<file path="src/rtl/axi4_ram_master.sv">
// axi4_ram_master: turns one outstanding load/store burst request into
// an AXI4 INCR transaction on the data RAM port and reports completion.
package axi_4_FULL_Types;
  typedef enum logic [1:0] {
    OKAY   = 2'd0,
    EXOKAY = 2'd1,
    SLVERR = 2'd2,
    DECERR = 2'd3
  } axi4_resp_el;

  typedef enum logic [1:0] {
    FIXED = 2'd0,
    INCR  = 2'd1,
    WRAP  = 2'd2,
    RSVD  = 2'd3
  } BURST;
endpackage

module axi4_ram_master
  import axi_4_FULL_Types::*;
#(
  parameter int DATA_WIDTH = 32,
  parameter int ADDR_WIDTH = 5,
  parameter int ID_WIDTH   = 4,
  parameter int MASTER_ID  = 0
) (
  input  logic                    ACLK,
  input  logic                    ARESETn,
  input  logic                    req_valid,
  output logic                    req_ready,
  input  logic                    req_write,
  input  logic [ADDR_WIDTH-1:0]   req_addr,
  input  logic [7:0]              req_len,
  input  logic                    wd_valid,
  output logic                    wd_ready,
  input  logic [DATA_WIDTH-1:0]   wd_data,
  input  logic [DATA_WIDTH/8-1:0] wd_strb,
  output logic                    rd_valid,
  input  logic                    rd_ready,
  output logic [DATA_WIDTH-1:0]   rd_data,
  output logic                    rd_last,
  output logic                    done,
  output logic                    done_err,
  output logic [ID_WIDTH-1:0]     AWID,
  output logic [ADDR_WIDTH-1:0]   AWADDR,
  output logic [7:0]              AWLEN,
  output logic [2:0]              AWSIZE,
  output BURST                    AWBURST,
  output logic [3:0]              AWCACHE,
  output logic [3:0]              AWQOS,
  output logic [3:0]              AWREGION,
  output logic                    AWVALID,
  input  logic                    AWREADY,
  output logic [DATA_WIDTH-1:0]   WDATA,
  output logic [DATA_WIDTH/8-1:0] WSTRB,
  output logic                    WLAST,
  output logic                    WVALID,
  input  logic                    WREADY,
  input  logic [ID_WIDTH-1:0]     BID,
  input  axi4_resp_el             BRESP,
  input  logic                    BVALID,
  output logic                    BREADY,
  output logic [ID_WIDTH-1:0]     ARID,
  output logic [ADDR_WIDTH-1:0]   ARADDR,
  output logic [7:0]              ARLEN,
  output logic [2:0]              ARSIZE,
  output BURST                    ARBURST,
  output logic [3:0]              ARCACHE,
  output logic [3:0]              ARQOS,
  output logic [3:0]              ARREGION,
  output logic                    ARVALID,
  input  logic                    ARREADY,
  input  logic [ID_WIDTH-1:0]     RID,
  input  logic [DATA_WIDTH-1:0]   RDATA,
  input  axi4_resp_el             RRESP,
  input  logic                    RLAST,
  input  logic                    RVALID,
  output logic                    RREADY
);

  localparam logic [ID_WIDTH-1:0] MID = ID_WIDTH'(MASTER_ID);
  localparam logic [ADDR_WIDTH-1:0] AMASK = ~ADDR_WIDTH'(3);

  typedef enum logic [2:0] {
    ST_IDLE,
    ST_AR,
    ST_R,
    ST_AW,
    ST_W,
    ST_B,
    ST_DONE
  } state_e;

  state_e                  state_q, state_d;
  logic [ADDR_WIDTH-1:0]   addr_q, addr_d;
  logic [7:0]              len_q, len_d;
  logic [7:0]              beat_q, beat_d;
  logic                    err_q, err_d;
  logic                    live_q;
  logic                    last;
  logic                    r_bad;
  logic                    b_bad;

  assign last = (beat_q == len_q);

  assign r_bad = (RRESP == SLVERR) || (RRESP == DECERR)
              || (RID != MID) || (RLAST != last);
  assign b_bad = (BRESP == SLVERR) || (BRESP == DECERR)
              || (BID != MID);

  assign AWID     = MID;
  assign AWADDR   = addr_q;
  assign AWLEN    = len_q;
  assign AWSIZE   = 3'd2;
  assign AWBURST  = INCR;
  assign AWCACHE  = 4'd0;
  assign AWQOS    = 4'd0;
  assign AWREGION = 4'd0;
  assign ARID     = MID;
  assign ARADDR   = addr_q;
  assign ARLEN    = len_q;
  assign ARSIZE   = 3'd2;
  assign ARBURST  = INCR;
  assign ARCACHE  = 4'd0;
  assign ARQOS    = 4'd0;
  assign ARREGION = 4'd0;
  assign WDATA    = wd_data;
  assign WSTRB    = wd_strb;
  assign rd_data  = RDATA;

  // State and request registers; live_q holds off req_ready one edge
  // past reset release.
  always_ff @(posedge ACLK or negedge ARESETn) begin
    if (!ARESETn) begin
      state_q <= ST_IDLE;
      addr_q  <= '0;
      len_q   <= '0;
      beat_q  <= '0;
      err_q   <= 1'b0;
      live_q  <= 1'b0;
    end else begin
      state_q <= state_d;
      addr_q  <= addr_d;
      len_q   <= len_d;
      beat_q  <= beat_d;
      err_q   <= err_d;
      live_q  <= 1'b1;
    end
  end

  // Next state, beat counting, sticky error and handshake outputs.
  always_comb begin
    state_d   = state_q;
    addr_d    = addr_q;
    len_d     = len_q;
    beat_d    = beat_q;
    err_d     = err_q;
    req_ready = 1'b0;
    AWVALID   = 1'b0;
    ARVALID   = 1'b0;
    WVALID    = 1'b0;
    WLAST     = 1'b0;
    wd_ready  = 1'b0;
    BREADY    = 1'b0;
    RREADY    = 1'b0;
    rd_valid  = 1'b0;
    rd_last   = 1'b0;
    done      = 1'b0;
    done_err  = 1'b0;
    unique case (state_q)
      ST_IDLE: begin
        req_ready = live_q;
        if (live_q && req_valid) begin
          addr_d  = req_addr & AMASK;
          len_d   = req_len;
          beat_d  = '0;
          err_d   = 1'b0;
          state_d = req_write ? ST_AW : ST_AR;
        end
      end
      ST_AR: begin
        ARVALID = 1'b1;
        if (ARREADY) state_d = ST_R;
      end
      ST_R: begin
        RREADY   = rd_ready;
        rd_valid = RVALID;
        rd_last  = last;
        if (RVALID && rd_ready) begin
          beat_d = beat_q + 8'd1;
          if (r_bad) err_d = 1'b1;
          if (last) state_d = ST_DONE;
        end
      end
      ST_AW: begin
        AWVALID = 1'b1;
        if (AWREADY) state_d = ST_W;
      end
      ST_W: begin
        WVALID   = wd_valid;
        wd_ready = WREADY;
        WLAST    = last;
        if (wd_valid && WREADY) begin
          beat_d = beat_q + 8'd1;
          if (last) state_d = ST_B;
        end
      end
      ST_B: begin
        BREADY = 1'b1;
        if (BVALID) begin
          if (b_bad) err_d = 1'b1;
          state_d = ST_DONE;
        end
      end
      ST_DONE: begin
        done     = 1'b1;
        done_err = err_q;
        state_d  = ST_IDLE;
      end
      default: state_d = ST_IDLE;
    endcase
  end

endmodule

</file>
<file path="config.mk">
export PLATFORM = sky130hd
export DESIGN_NAME = axi4_ram_master
export DESIGN_NICKNAME = d
export VERILOG_FILES = /design/src/rtl/axi4_ram_master.sv
export SDC_FILE = /design/constraint.sdc
export NUM_CORES = 1
export LEC_CHECK = 0
export ABC_AREA = 1
export CAP_MARGIN = 20
export CELL_PAD_IN_SITES_DETAIL_PLACEMENT = 0
export CELL_PAD_IN_SITES_GLOBAL_PLACEMENT = 1
export CORE_ASPECT_RATIO = 1.75
export CORE_MARGIN = 3
export CORE_UTILIZATION = 18
export DETAILED_ROUTE_END_ITERATION = 6
export PLACE_DENSITY_LB_ADDON = 0.1
export SYNTH_ARGS = -nofsm -noshare
export SYNTH_HDL_FRONTEND = slang
export SYNTH_SLANG_ARGS = --single-unit
export TNS_END_PERCENT = 10
</file>
<file path="constraint.sdc">
create_clock -name ACLK -period 1.8 [get_ports ACLK]
set_input_delay 0.36 -clock ACLK [delete_from_list [all_inputs] [get_ports ACLK]]
set_output_delay 0.36 -clock ACLK [all_outputs]
set_load 0.05 [all_outputs]
</file>
After elaboration in Yosys (flattened, before gate mapping)

Cells that the tools add are included.

Register bits after elaboration: 24
Output and inout bits: 148

Add/sub/neg operators: 1
Equality and inequality tests: 22
Multiplexer cells: 32
Reductions and logical operators: 17

Operator list:

| kind                  | count |
|---|---|
| $mux W3               | 8 |
| $mux W8               | 3 |
| $pmux W8 S3           | 1 |
| $ne A2 B2 Y1 const B  | 10 |
| $pmux W3 S6           | 1 |
| $mux W1               | 17 |
| $eq A3 B3 Y1 const B  | 3 |
| $add A8 B1 Y8 const B | 1 |
| $eq A2 B2 Y1 const B  | 4 |
| $eq A8 B8 Y1          | 1 |
| $reduce_and A8 Y1     | 1 |
| $reduce_bool A4 Y1    | 2 |
| $eq A3 B2 Y1 const B  | 2 |
| $reduce_and A6 Y1     | 1 |
| $reduce_bool A3 Y1    | 2 |
| $logic_or A1 B1 Y1    | 5 |
| $reduce_and A4 Y1     | 1 |
| $eq A3 B1 Y1 const B  | 1 |
| $logic_and A1 B1 Y1   | 3 |
| $logic_not A3 Y1      | 1 |
| $pmux W1 S3           | 1 |
| $mux W2               | 1 |
| $reduce_and A2 Y1     | 1 |
| $ne A1 B1 Y1          | 1 |

Longest topological paths before layout

Depth after elaboration: 7
Depth in mapped cells: 11

Worst setup path before layout

No wires, ideal clock.

Kind: register -> output
Start point: reg state_q[2]
End point: out done_err
Arrival time: 2199 ps
Setup slack: -759 ps
Cell stages (with the launch flop): 4
Buffers on the path: 0
Cells stage by stage: dfrtp_1 clkinv_4 nor3_1 and2_1

Longest elaborated chain between the ends: 2

Ends and longest elaborated chain:

| what                   | line | text |
|---|---|---|
| from (decl)            | 94   | `state_e state_q, state_d;` |
| from (signal assigned) | 142  | `state_q <= state_d;` |
| $eq A3 B3 Y1           | 170  | `unique case (state_q)` |
| $mux W1                | 170  |  |
| to (decl)              | 43   | `output logic done_err,` |

Every way passes these cells.

Worst setup path after layout

Start point: reg len_q[6] (netlist: ARLEN[6])
End point: out WLAST

Longest elaborated chain between the ends: 2

Ends and longest elaborated chain:

| what                   | line | text |
|---|---|---|
| from (decl)            | 96   | `logic [7:0] len_q, len_d;` |
| from (signal assigned) | 144  | `len_q <= len_d;` |
| $eq A8 B8 Y1           | 104  | `assign last = (beat_q == len_q);` |
| $mux W1                | 170  |  |
| to (decl)              | 56   | `output logic WLAST,` |

Every way passes these cells.

==> out/metrics.yaml <==
run_status:
  status: "complete, but fails checks"
  failed_checks: "setup timing"
route:
  first_pass_iters: 5
  routedWlPerCell_um: 11.5
  drc: 0
  num_vias: 1807
  vias_per_cell: 3.46
  drtIter0Drc: 21
  antenna_left: 0
  finalWirelength_mm: 6.00
sta:
  setup_viol: 2
  setup_tns_ns: -0.0265
  skew_ns: 0.00316
  fmax_ghz: 0.550
  rsz0062_at_grt: "true"
  drv_slew: 0
  fin_crit_ns: 1.82
  layout_setup_ws_ns: -0.0166
  min_period_over_period_pct: 101
  hold_viol_final: 0
cts:
  cts_made_buffers: 3
  holdBufCountCts: 0
  htreeDepth: 1
  cts_buffer_depth: 2
  tritoncts: "done"
  clk_pin_slew_worst_paths_ns: 0.07
  clk_latency_ns: 0.27
  cts-root-buf: "clkbuf_16"
  clkSinkCount: 24
setup_path:
  cp_max_fo: 3
  crit_path_end_kind: "output pin"
  r2r_cells: 8
  timing.rr.start: "state_q[1]$_DFFE_PN0P_"
  crit_chain: "xnor2_1, nand2_1, nor2_2, nand2_2, nor2_4, buf_12"
  crit_family: "simple AND/OR/NAND/NOR gates"
  r2r_setup_slack_ns: 0.21
  worstSetupPathType: "flop to output pin"
  cp.required_ns: 1.44
  crit_arrival_ns: 1.46
  max_stage_delay_ns: 0.40
  critical_path_buf_inv_count: 1
  startpoint_type: "flop"
  r2r_end: "beat_q[3]$_DFFE_PN0P_"
  crit_slowest_cell: "dfrtp_1"
synth:
  ys_warn_count: 0
  synth_cells: 334
  synth_cell_type_count: 30
  ys_ff_latch: 24
  seq_area_frac_synth_pct: 24.9
  syn_area_per_cell_um2: 7.22
  netlist_area_um2: 2410
placement:
  dpl-instance-area_um2: 2710
  dp.cells: 504
  gp_congestion: 0.695
  numPortBuffers: 66
  dp.final_hpwl_mm: 4.97
hold_path:
  min_path_type: "primary input to async pin"
global_routing:
  grt_pass1_vias: 1950
  grt_pass1_wl_mm: 9.63
  grt_usage_pct: 8.19
  grt_max_degree: 25
  grt_overflow: 0
  antenna_found_initial: 0
cells_and_area:
  num_antenna_cells: 0
  syn2layout_area_growth_pct: 23.7
  final_core_util_pct: 22.9
  final_nets: 460
  final_area_um2: 2980
  fin_cells: 523
  nFillCells: 1467
  drive_gt1_share_pct: 29.5
floorplanning:
  num_rows: 55
  initial_core_util_pct: 18.5
  pin_count: 253
  die-area_um2: 14900
  design.core.area_um2: 13000
  die_h_um: 159
  chipWidth_um: 93.5
pwr:
  finalPower_mw: 5.29
  powerDensity_nw_per_um2: 1770
  vdd_drop_max_uv: 681
  p_leak_nw: 1.44
flow_run:
  cap_viol_max_count: 0
-- metrics by stage --
step	setup slack (ns)	hold slack, ns
floorplan	-0.0845	0.0644
detailed placement	-0.0598	0.467
global route	-0.154	0.533
finish	-0.0166	0.476
global placement	-0.0563	0.474
CTS	-0.0734	0.491
-- power by group --
group          internal (mW)  switching, mW
sequential             0.732          0.158
clock                  0.444          0.231
combinational           1.33           2.39
total                   2.50           2.78
-- cells in the final DEF, fill, tap and decap left out, types with 2 or more instances in the layout --
cell,Yosys,layout
a21oi_1,4,4
buf_12,0,13
buf_4,125,50
clkbuf_16,0,3
clkdlybuf4s50_1,0,32
conb_1,2,47
dfrtp_1,24,22
dfrtp_2,0,2
ha_1,2,2
inv_1,25,21
inv_2,3,7
nand2_1,68,65
nand2_2,0,3
nand3_1,10,10
nand4_1,3,3
nor2_1,28,17
nor2_2,0,7
nor2_4,2,6
nor3_1,7,6
o21ai_0,12,12
o21ai_1,2,2
xnor2_1,3,3
-- layout make-up --
class	instances	area [um^2]	share of cell area (%)
multi-input combinational	198	975	32.7
tap	171	214	7.17
sequential	24	603	20.2
clock buffer	3	75.1	2.52
clock inverter	1	30.0	1.01
timing repair buffer	96	967	32.4
inverter	30	120	4.03
-- routing by layer --
layer,up-vias,part of all wire [%],global-route usage (%)
li1,898,-,-
met1,781,33,7.74
met2,101,55,15.8
met3,27,9.0,2.13
met4,0,3.2,3.74
met5,-,0,0
-- timing repair --
item | in CTS | in global routing
endpoints found under the setup margin | 7 | 10
pin swaps | 9 | 6
buffers inserted | 13 | 2
resized for setup | 15 | 8
-- synth_stat cells --
library cell | count | area [um^2]
or2_2 | 1 | 6.26
nand2_1 | 68 | 255
a21oi_1 | 4 | 20.0
o21ai_0 | 12 | 60.1
clkinv_4 | 1 | 8.76
buf_2 | 1 | 5.00
nand2_4 | 1 | 11.3
xor2_1 | 1 | 8.76
buf_4 | 125 | 938
inv_1 | 25 | 93.8
and2_1 | 1 | 6.26
o21ai_2 | 1 | 8.76
nor2_4 | 2 | 22.5
inv_2 | 3 | 11.3
buf_6 | 1 | 11.3
nand3_2 | 1 | 10.0
nor3_1 | 7 | 35.0
o21ai_1 | 2 | 10.0
inv_4 | 1 | 6.26
nand3_1 | 10 | 50.1
ha_1 | 2 | 25.0
conb_1 | 2 | 7.51
o21ai_4 | 1 | 16.3
nand4_1 | 3 | 18.8
a21boi_0 | 1 | 7.51
dfrtp_1 | 24 | 601
a31o_2 | 1 | 8.76
nor2_1 | 28 | 105
nand3_4 | 1 | 17.5
xnor2_1 | 3 | 26.3
-- cells by family after synthesis --
kind of cell	Yosys count	synth area share [%]
compound gates	22	5.45
xor+xnor	4	1.45
fa+ha+maj	2	1.04
buf+inv	157	44.6
flops	24	24.9
other cells	2	0.311
simple gates	123	22.3
-- flip-flops by register name, indices dropped and copies added (netlist names) --
register / flops
ARADDR: 3
state_q: 3
beat_q: 8
ARLEN: 8
err_q: 1
live_q: 1
-- worst max path at each step --
stage               cells after the start                    end                   from  slack, ns
floorplan                               5                  WLAST   ARLEN[6]$_DFFE_PN0P_      -0.08
global route                            6                  WLAST  beat_q[3]$_DFFE_PN0P_      -0.15
detailed placement                      8  beat_q[3]$_DFFE_PN0P_                 WREADY      -0.06
finish                                  6                  WLAST   ARLEN[6]$_DFFE_PN0P_      -0.02
CTS                                     6                  WLAST   ARLEN[6]$_DFFE_PN0P_      -0.07
global placement                        8  beat_q[5]$_DFFE_PN0P_                 WREADY      -0.06
Note: power is estimated with default switching activity, not from simulation.
